$ cat src/rtl/lcd_write_arbiter.sv
// Write-only HD44780 sequencer: runs the power-on init, then round-robin arbitrates
// two byte requesters onto the LCD with timed setup/enable/hold/execute phases.
module lcd_write_arbiter #(
  parameter int unsigned SETUP_CYC     = 2,
  parameter int unsigned PULSE_CYC     = 12,
  parameter int unsigned HOLD_CYC      = 2,
  parameter int unsigned EXEC_CYC      = 2000,
  parameter int unsigned LONG_EXEC_CYC = 82000,
  parameter int unsigned INIT_WAIT_CYC = 750000
) (
  input  logic       clk_clk,
  input  logic       reset_reset,
  input  logic       p0_valid,
  input  logic       p0_rs,
  input  logic [7:0] p0_data,
  output logic       p0_ready,
  input  logic       p1_valid,
  input  logic       p1_rs,
  input  logic [7:0] p1_data,
  output logic       p1_ready,
  output logic       lcd_read_write,
  output logic       lcd_register_select,
  output logic       lcd_enable_op,
  output logic [7:0] lcd_data_out,
  output logic       init_done,
  output logic       busy
);

  localparam int unsigned MAX_CYC = (INIT_WAIT_CYC > LONG_EXEC_CYC) ? INIT_WAIT_CYC : LONG_EXEC_CYC;
  localparam int unsigned CNT_W   = $clog2(MAX_CYC + 1);
  localparam int unsigned DATA_W  = 8;
  localparam int unsigned IDX_W   = 2;

  localparam logic [CNT_W-1:0] SETUP_LD = CNT_W'(SETUP_CYC - 1);
  localparam logic [CNT_W-1:0] PULSE_LD = CNT_W'(PULSE_CYC - 1);
  localparam logic [CNT_W-1:0] HOLD_LD  = CNT_W'(HOLD_CYC - 1);
  localparam logic [CNT_W-1:0] EXEC_LD  = CNT_W'(EXEC_CYC - 1);
  localparam logic [CNT_W-1:0] LONG_LD  = CNT_W'(LONG_EXEC_CYC - 1);
  localparam logic [CNT_W-1:0] INIT_LD  = CNT_W'(INIT_WAIT_CYC - 1);

  typedef enum logic [2:0] {
    ST_POWERUP,
    ST_SETUP,
    ST_PULSE,
    ST_HOLD,
    ST_EXEC,
    ST_IDLE
  } state_t;

  state_t              state_q, state_d;
  logic [CNT_W-1:0]    cnt_q, cnt_d;
  logic [IDX_W-1:0]    idx_q, idx_d;
  logic                last_q, last_d;
  logic                rs_q, rs_d;
  logic [DATA_W-1:0]   data_q, data_d;
  logic                done_q, done_d;
  logic                e_q;
  logic                busy_q;

  logic                cnt_zero;
  logic                grant;
  logic                idle_ok;
  logic                is_long;

  // Function-set, display-on, clear, entry-mode
  function automatic logic [DATA_W-1:0] init_cmd(input logic [IDX_W-1:0] idx);
    case (idx)
      2'd0:    init_cmd = 8'h38;
      2'd1:    init_cmd = 8'h0C;
      2'd2:    init_cmd = 8'h01;
      default: init_cmd = 8'h06;
    endcase
  endfunction

  assign cnt_zero = (cnt_q == '0);
  assign grant    = (p0_valid && p1_valid) ? ~last_q : p1_valid;
  assign idle_ok  = (state_q == ST_IDLE) && done_q;
  assign p0_ready = idle_ok && p0_valid && !grant;
  assign p1_ready = idle_ok && p1_valid && grant;

  // Clear (0x01) and return-home (0x02/0x03) need the long execution wait
  assign is_long = !rs_q && (data_q[7:2] == 6'd0) && (data_q != 8'h00);

  always_comb begin
    state_d = state_q;
    cnt_d   = cnt_zero ? cnt_q : (cnt_q - CNT_W'(1));
    idx_d   = idx_q;
    last_d  = last_q;
    rs_d    = rs_q;
    data_d  = data_q;
    done_d  = done_q;
    case (state_q)
      ST_POWERUP: begin
        if (cnt_zero) begin
          state_d = ST_SETUP;
          cnt_d   = SETUP_LD;
          rs_d    = 1'b0;
          data_d  = init_cmd(idx_q);
        end
      end
      ST_SETUP: begin
        if (cnt_zero) begin
          state_d = ST_PULSE;
          cnt_d   = PULSE_LD;
        end
      end
      ST_PULSE: begin
        if (cnt_zero) begin
          state_d = ST_HOLD;
          cnt_d   = HOLD_LD;
        end
      end
      ST_HOLD: begin
        if (cnt_zero) begin
          state_d = ST_EXEC;
          cnt_d   = is_long ? LONG_LD : EXEC_LD;
        end
      end
      ST_EXEC: begin
        if (cnt_zero) begin
          if (done_q) begin
            state_d = ST_IDLE;
          end else if (idx_q == 2'd3) begin
            state_d = ST_IDLE;
            done_d  = 1'b1;
          end else begin
            state_d = ST_SETUP;
            cnt_d   = SETUP_LD;
            idx_d   = idx_q + 2'd1;
            rs_d    = 1'b0;
            data_d  = init_cmd(idx_q + 2'd1);
          end
        end
      end
      ST_IDLE: begin
        if (p0_ready || p1_ready) begin
          state_d = ST_SETUP;
          cnt_d   = SETUP_LD;
          last_d  = grant;
          rs_d    = grant ? p1_rs : p0_rs;
          data_d  = grant ? p1_data : p0_data;
        end
      end
      default: begin
        state_d = ST_POWERUP;
        cnt_d   = INIT_LD;
      end
    endcase
  end

  always_ff @(posedge clk_clk or posedge reset_reset) begin
    if (reset_reset) begin
      state_q <= ST_POWERUP;
      cnt_q   <= INIT_LD;
      idx_q   <= '0;
      last_q  <= 1'b1;
      rs_q    <= 1'b0;
      data_q  <= '0;
      done_q  <= 1'b0;
      e_q     <= 1'b0;
      busy_q  <= 1'b1;
    end else begin
      state_q <= state_d;
      cnt_q   <= cnt_d;
      idx_q   <= idx_d;
      last_q  <= last_d;
      rs_q    <= rs_d;
      data_q  <= data_d;
      done_q  <= done_d;
      e_q     <= (state_d == ST_PULSE);
      busy_q  <= (state_d != ST_IDLE);
    end
  end

  assign lcd_read_write      = 1'b0;
  assign lcd_register_select = rs_q;
  assign lcd_data_out        = data_q;
  assign lcd_enable_op       = e_q;
  assign init_done           = done_q;
  assign busy                = busy_q;

endmodule

$ cat config.mk
export PLATFORM = sky130hd
export DESIGN_NAME = lcd_write_arbiter
export DESIGN_NICKNAME = d
export VERILOG_FILES = /design/src/rtl/lcd_write_arbiter.sv
export SDC_FILE = /design/constraint.sdc
export NUM_CORES = 1
export LEC_CHECK = 0
export ABC_CLOCK_PERIOD_IN_PS = 2000
export CORE_MARGIN = 5
export CORE_UTILIZATION = 30
export CTS_CLUSTER_DIAMETER = 30
export CTS_CLUSTER_SIZE = 14
export DETAILED_ROUTE_END_ITERATION = 12
export SYNTH_ARGS = -nofsm -noshare
export SYNTH_HDL_FRONTEND = slang
export SYNTH_SLANG_ARGS = --single-unit
$ cat constraint.sdc
create_clock -name clk_clk -period 2 [get_ports clk_clk]
set_input_delay 0.4 -clock clk_clk [delete_from_list [all_inputs] [get_ports clk_clk]]
set_output_delay 0.4 -clock clk_clk [all_outputs]
set_load 0.01 [all_outputs]
* Word level (Yosys, flattened, before mapping)
Cells that the tools add are included.
** Cells by class
- Reduce and logical (&&, ||, !) cells :: 23
- Equality and inequality tests :: 17
- $add $sub $neg :: 2
- Bitwise gates (word level) :: 3
- Multiplexer cells :: 38
** Operators by type and width (count)
- $mux W20 :: 8
- $pmux W20 S5 :: 1
- $mux W8 :: 6
- $pmux W6 S3 :: 2
- $mux W3 :: 8
- $pmux W8 S3 :: 1
- $logic_not A20 Y1 :: 1
- $sub A20 B1 Y20 const B :: 1
- $pmux W3 S6 :: 1
- $mux W17 :: 1
- $eq A3 B2 Y1 const B :: 3
- $mux W1 :: 9
- $logic_and A1 B1 Y1 :: 8
- $ne A2 B2 Y1 const B :: 4
- $reduce_bool A8 Y1 :: 1
- $eq A2 B2 Y1 const B :: 3
- $eq A3 B3 Y1 const B :: 2
- $logic_not A6 Y1 :: 1
- $reduce_and A6 Y1 :: 1
- $eq A2 B1 Y1 const B :: 2
- $logic_not A2 Y1 :: 2
- $reduce_and A2 Y1 :: 2
- $reduce_and A4 Y1 :: 1
- $eq A3 B1 Y1 const B :: 1
- 10 further kinds :: 13
** Word-level totals
- Bits in registers :: 38
- Input port bits :: 22
- Logic and storage cells :: 92

* Longest topological paths before layout
Gate-level depths: netlist of run 1.
- Depth in word-level cells :: 8
- Depth in mapped cells :: 10

* Least setup slack after synthesis of run 1
OpenSTA, ideal clock, no wires.
- Path type :: register -> register
- Start point :: register cnt_q[0]
- End point :: register cnt_q[0]
- Arrival :: 1999 ps
- Cell stages (with the launch flop) :: 11
- Clock period less this slack :: 2081 ps
- Path buffers :: 1
- Slack :: -81 ps
- Setup time :: 82 ps
- Cell sequence :: dfstp_2 > inv_1 > ha_1 > nor3b_2 > nand3_4 > nor4_4 > buf_6 > inv_1 > ha_1 > o2bb2ai_1 > nand2_1
** On the way
- Cells in the longest elaborated chain, start to end :: 6
- Elaborated cells between the ends (all ways) :: 11
- Classes of those cells :: 1 x add/sub; 9 x mux; 1 x reduce/logical
** Ends and longest elaborated chain
- from (decl) :: line 51 : logic [CNT_W-1:0] cnt_q, cnt_d;
- from (signal assigned) :: line 164 : cnt_q <= cnt_d;
- $sub A20 B1 Y20 or $logic_not A20 Y1 (tied branches) :: line 86, 75
- $mux W20 :: line 86 : cnt_d = cnt_zero ? cnt_q : (cnt_q - CNT_W'(1));
- $mux W20 :: line 123 : end else if (idx_q == 2'd3) begin
- $mux W20 :: line 121 : if (done_q) begin
- $mux W20 :: line 120 : if (cnt_zero) begin
- $pmux W20 S5 * :: line 92 : case (state_q)
- via cnt_d[0] :: line 51
The timed path passes the listed nets; every way through them passes the cells marked *.
A chain may end at the register's enable or synchronous reset.

* Final worst setup path of run 1
- Start point :: register cnt_q[1]
- End point :: register cnt_q[0]
** On the way
- Cells in the longest elaborated chain, start to end :: 6
- Elaborated cells between the ends (all ways) :: 10
- Classes of those cells :: 9 x mux; 1 x reduce/logical
** Ends and longest elaborated chain
- $logic_not A20 Y1 * :: line 75 : assign cnt_zero = (cnt_q == '0);
- $mux W20 :: line 86
- $mux W20 :: line 123
- $mux W20 :: line 121
- $mux W20 :: line 120
- $pmux W20 S5 * :: line 92
- via cnt_d[0] :: line 51
Marked as above.

==> results of run 1 <==
[cell families (layout without fill, tap and decap cells)]
group,Yosys count,after routing,share of synthesized area (%)
fa+ha+maj,9,9,4.67
mux,17,17,7.42
buf+inv,18,102,3.68
other cells,1,1,0.156
compound gates,64,64,18.7
simple gates,81,81,19.7
flops,38,38,40.2
xor+xnor,15,15,5.45
[per-stage QoR]
stage / area [um^2] / power, W
6_report: 3450 / 0.00140
5_1_grt: 3450 / 0.00146
4_1_cts: 3260 / 0.00142
3_5_place_dp: 3160 / 0.000868
3_3_place_gp: 3160 / 0.000867
2_1_floorplan: 2420 / 0.000814
[synthesized netlist by cell type (3+ instances only)]
master / instances
inv_1: 9
xnor2_1: 11
o22a_1: 3
o22ai_1: 3
o211ai_1: 3
a21oi_1: 11
clkbuf_1: 4
nor3_1: 8
o21ai_0: 18
ha_1: 9
a31oi_1: 4
a211o_1: 3
mux2_2: 7
nor2_1: 20
mux2i_1: 10
dfrtp_1: 23
xor2_1: 4
nand3_1: 5
or3_1: 5
dfstp_2: 15
nand2_1: 15
nor4_1: 6
[worst min-delay path by stage]
stage,cells after the start,to
after global placement,2,last_q
after CTS,2,last_q
after detailed placement,1,lcd_data_out[3]
after global routing,2,last_q
after floorplan,1,last_q
final,2,last_q
[where the power goes]
part           switching, W  internal, W
Sequential                0     0.000769
Combinational     0.0000325    0.0000509
Clock              0.000270     0.000278
[critical path: stages, from the launching register on]
cell       delay [ns]
dfstp_2          0.38
inv_2            0.06
ha_4             0.12
nor3b_4          0.22
buf_6            0.14
nand3_4          0.09
nor4_4           0.40
inv_2            0.11
ha_4             0.26
o2bb2ai_4        0.15
nand2_1          0.06
[state kept, by name, indices dropped and copies added (netlist names)]
signal               count
busy                     1
idx_q                    2
lcd_enable_op            1
last_q                   1
lcd_data_out             8
cnt_q                   20
state_q                  3
init_done                1
lcd_register_select      1
[routing by layer]
| metal | vias up | wire, um | GRT usage, % |
|---|---|---|---|
| met5 | - | 0 | 0 |
| met4 | 0 | 56 | 3.47 |
| met3 | 5 | 163 | 1.26 |
| met2 | 23 | 3150 | 21.3 |
| met1 | 1054 | 3040 | 18.0 |
| li1 | 1053 | - | - |
[final cells by class]
type                    instances  area, um^2
repair buffers                 85         727
inverters                       9        33.8
flip-flops and latches         38         970
fillers                       755        4320
clock inverters                 1        5.00
multi-input cells             187        1500
well taps                     102         128
clock buffers                   7        86.3
[timing repair]
item	in CTS	in global routing
gates resized for setup	7	31
pin swaps	0	9
buffers inserted	0	7
hold buffers	0	0
setup endpoints to repair	14	25
cloned	0	1
==> impl_results.html, run 1 <==
<table>
<tr><th>Metric</th><th>Value</th></tr>
<tr><th colspan="2">Outcome</th></tr>
<tr><td>Result of the run</td><td>finished, violations left</td></tr>
<tr><td>Violations in the final reports</td><td>negative setup slack</td></tr>
<tr><th colspan="2">CTS</th></tr>
<tr><td>Total number of clock tree sinks</td><td>38</td></tr>
<tr><td>Clock tree from TritonCTS</td><td>done</td></tr>
<tr><td>Bufs on Longest Clock Path</td><td>2</td></tr>
<tr><td>Latest clock arrival within the worst-skew pair</td><td>0.29 ns</td></tr>
<tr><td>CTS H-tree lvls</td><td>2</td></tr>
<tr><td>Clk Tree Root Cell</td><td>clkbuf_8</td></tr>
<tr><td>CTS buffer count</td><td>5</td></tr>
<tr><td>Clock edge transition at the registers on the reported setup and hold paths</td><td>0.08 ns</td></tr>
<tr><th colspan="2">Global route</th></tr>
<tr><td>Wire length of the first global-routing pass</td><td>10500 um</td></tr>
<tr><td>Via count of the first global-routing pass</td><td>2115</td></tr>
<tr><td>Total Routing Usage GR</td><td>12.9%</td></tr>
<tr><td>Antenna violations before repair</td><td>0</td></tr>
<tr><td>Leftover overflow at the end of global routing</td><td>0</td></tr>
<tr><td>Pin count of the biggest net entering global routing</td><td>39</td></tr>
<tr><th colspan="2">Layout</th></tr>
<tr><td>Fraction of final layout cells with drive strength greater than 1</td><td>34.9%</td></tr>
<tr><td>Final core utilization</td><td>44.4%</td></tr>
<tr><td>Area growth, synth to finish</td><td>43.1%</td></tr>
<tr><td>Leading cell type in the layout, fill and taps excluded</td><td>buf_4</td></tr>
<tr><td>Final Non-Filler Cells</td><td>429</td></tr>
<tr><td>Net total in the final layout</td><td>357</td></tr>
<tr><td>Number of antenna repair diodes</td><td>0</td></tr>
<tr><td>Commonest cells after routing, fill and taps aside</td><td>buf_4, clkdlybuf4s50_1, dfrtp_1, nor2_1, o21ai_0</td></tr>
<tr><th colspan="2">Yosys</th></tr>
<tr><td>Count of cell types in the netlist</td><td>60</td></tr>
<tr><td>Most instantiated flip-flop cell in the synthesis netlist</td><td>dfrtp_1</td></tr>
<tr><td>Warning count from the yosys run</td><td>0</td></tr>
<tr><td>Number of flops mapped to enable cells by yosys</td><td>0</td></tr>
<tr><td>Biggest area consumer among synthesized cells</td><td>dfrtp_1</td></tr>
<tr><td>Leading cell types by total area after synthesis</td><td>dfrtp_1, dfstp_2, ha_1, mux2i_1, xnor2_1</td></tr>
<tr><td>Synthesized flop and latch total</td><td>38</td></tr>
<tr><td>Async set-reset flop share out of synthesis</td><td>100%</td></tr>
<tr><td>Average cell area after synthesis</td><td>9.92 um^2</td></tr>
<tr><td>Fraction of synthesized cell area taken by the top area cell type</td><td>23.9%</td></tr>
<tr><td>Gate count after technology mapping</td><td>243</td></tr>
<tr><td>Summed instance area of the synthesized netlist</td><td>2410 um^2</td></tr>
<tr><td>Seq/Total Area, Yosys</td><td>40.2%</td></tr>
<tr><td>Synthesized Nets</td><td>274</td></tr>
<tr><th colspan="2">Floorplanning</th></tr>
<tr><td>Placeable core area</td><td>7770 um^2</td></tr>
<tr><td>Die span in x</td><td>99.7 um</td></tr>
<tr><td>Starting Density</td><td>31.0%</td></tr>
<tr><td>Floorplan row count</td><td>32</td></tr>
<tr><td>Number of top-level pins</td><td>37</td></tr>
<tr><td>Floorplan die area</td><td>9930 um^2</td></tr>
<tr><td>Die height</td><td>99.7 um</td></tr>
<tr><th colspan="2">Setup path</th></tr>
<tr><td>Maximum fanout encountered on the critical timing path</td><td>3</td></tr>
<tr><td>Endpoint of the worst-slack reg-to-reg timing path</td><td>cnt_q[0]</td></tr>
<tr><td>R2R depth</td><td>10</td></tr>
<tr><td>Startpoint of the lowest-slack register-to-register path</td><td>cnt_q[1]</td></tr>
<tr><td>Setup Crit Path Kind</td><td>reg -&gt; reg</td></tr>
<tr><td>Reg2Reg Setup Slack</td><td>-0.07 ns</td></tr>
<tr><td>Critical Path Start</td><td>cnt_q[1]</td></tr>
<tr><td>Critical path required time</td><td>2.22 ns</td></tr>
<tr><td>CP startpoint kind</td><td>flip-flop</td></tr>
<tr><td>End of the critical path</td><td>cnt_q[0]</td></tr>
<tr><td>Arrival time of data at the critical path endpoint</td><td>2.29 ns</td></tr>
<tr><td>Critical path endpoint category</td><td>flip-flop</td></tr>
<tr><th colspan="2">Placement</th></tr>
<tr><td>Global placer's final weighted congestion</td><td>0.863</td></tr>
<tr><td>Worst slack at placement</td><td>-0.260 ns</td></tr>
<tr><td>Buffers added on ports</td><td>35</td></tr>
<tr><td>Post-detailed-placement half-perimeter wirelength</td><td>4920 um</td></tr>
<tr><td>Placed cell count</td><td>413</td></tr>
<tr><th colspan="2">Drt</th></tr>
<tr><td>Total vias in the final route</td><td>2135</td></tr>
<tr><td>First-pass detailed-route iteration total</td><td>4</td></tr>
<tr><td>Routed wire per std cell</td><td>15.0 um</td></tr>
<tr><td>Drt total wl</td><td>6420 um</td></tr>
<tr><td>Routed vias/inst</td><td>4.98</td></tr>
<tr><td>Antenna-violating nets left</td><td>0</td></tr>
<tr><td># DRC</td><td>0</td></tr>
<tr><td>Drt first-iter violations</td><td>117</td></tr>
<tr><th colspan="2">STA</th></tr>
<tr><td>RSZ-0062 raised after global routing</td><td>true</td></tr>
<tr><td>Maximum achievable frequency</td><td>0.484 GHz</td></tr>
<tr><td>Final Hold Viols</td><td>0</td></tr>
<tr><td>Total negative setup slack</td><td>-0.105 ns</td></tr>
<tr><td>Hold slack final</td><td>0.499 ns</td></tr>
<tr><td>Setup slack after layout</td><td>-0.0665 ns</td></tr>
<tr><td>Final period utilization</td><td>103%</td></tr>
<tr><td>Number of max-slew violations in the final report</td><td>0</td></tr>
<tr><td>Min Clock Period, post-route</td><td>2.07 ns</td></tr>
<tr><td>Setup violators final</td><td>2</td></tr>
<tr><td>Clock skew</td><td>0.0113 ns</td></tr>
<tr><th colspan="2">Power</th></tr>
<tr><td>Leakage</td><td>1.45 nW</td></tr>
<tr><td>Total power per unit cell area</td><td>406 nW/um^2</td></tr>
<tr><td>Maximum vdd drop</td><td>229 uV</td></tr>
<tr><th colspan="2">Job</th></tr>
<tr><td># Max-Cap Violations</td><td>0</td></tr>
<tr><th colspan="2">Worst hold path</th></tr>
<tr><td>Hold Startpoint</td><td>p0_valid</td></tr>
<tr><td>Worst Hold Class</td><td>in -&gt; reg</td></tr>
</table>
(Power assumes the default switching activity.)
==> inputs of run 2 (changes only) <==
--- a/config.mk
+++ b/config.mk
@@ -11,6 +11,7 @@
 export CTS_CLUSTER_DIAMETER = 30
 export CTS_CLUSTER_SIZE = 14
 export DETAILED_ROUTE_END_ITERATION = 12
+export GPL_TIMING_DRIVEN = 1
 export SYNTH_ARGS = -nofsm -noshare
 export SYNTH_HDL_FRONTEND = slang
 export SYNTH_SLANG_ARGS = --single-unit
==> results of run 2 <==
The final DEF is identical to that of run 1; final timing and power are the same.
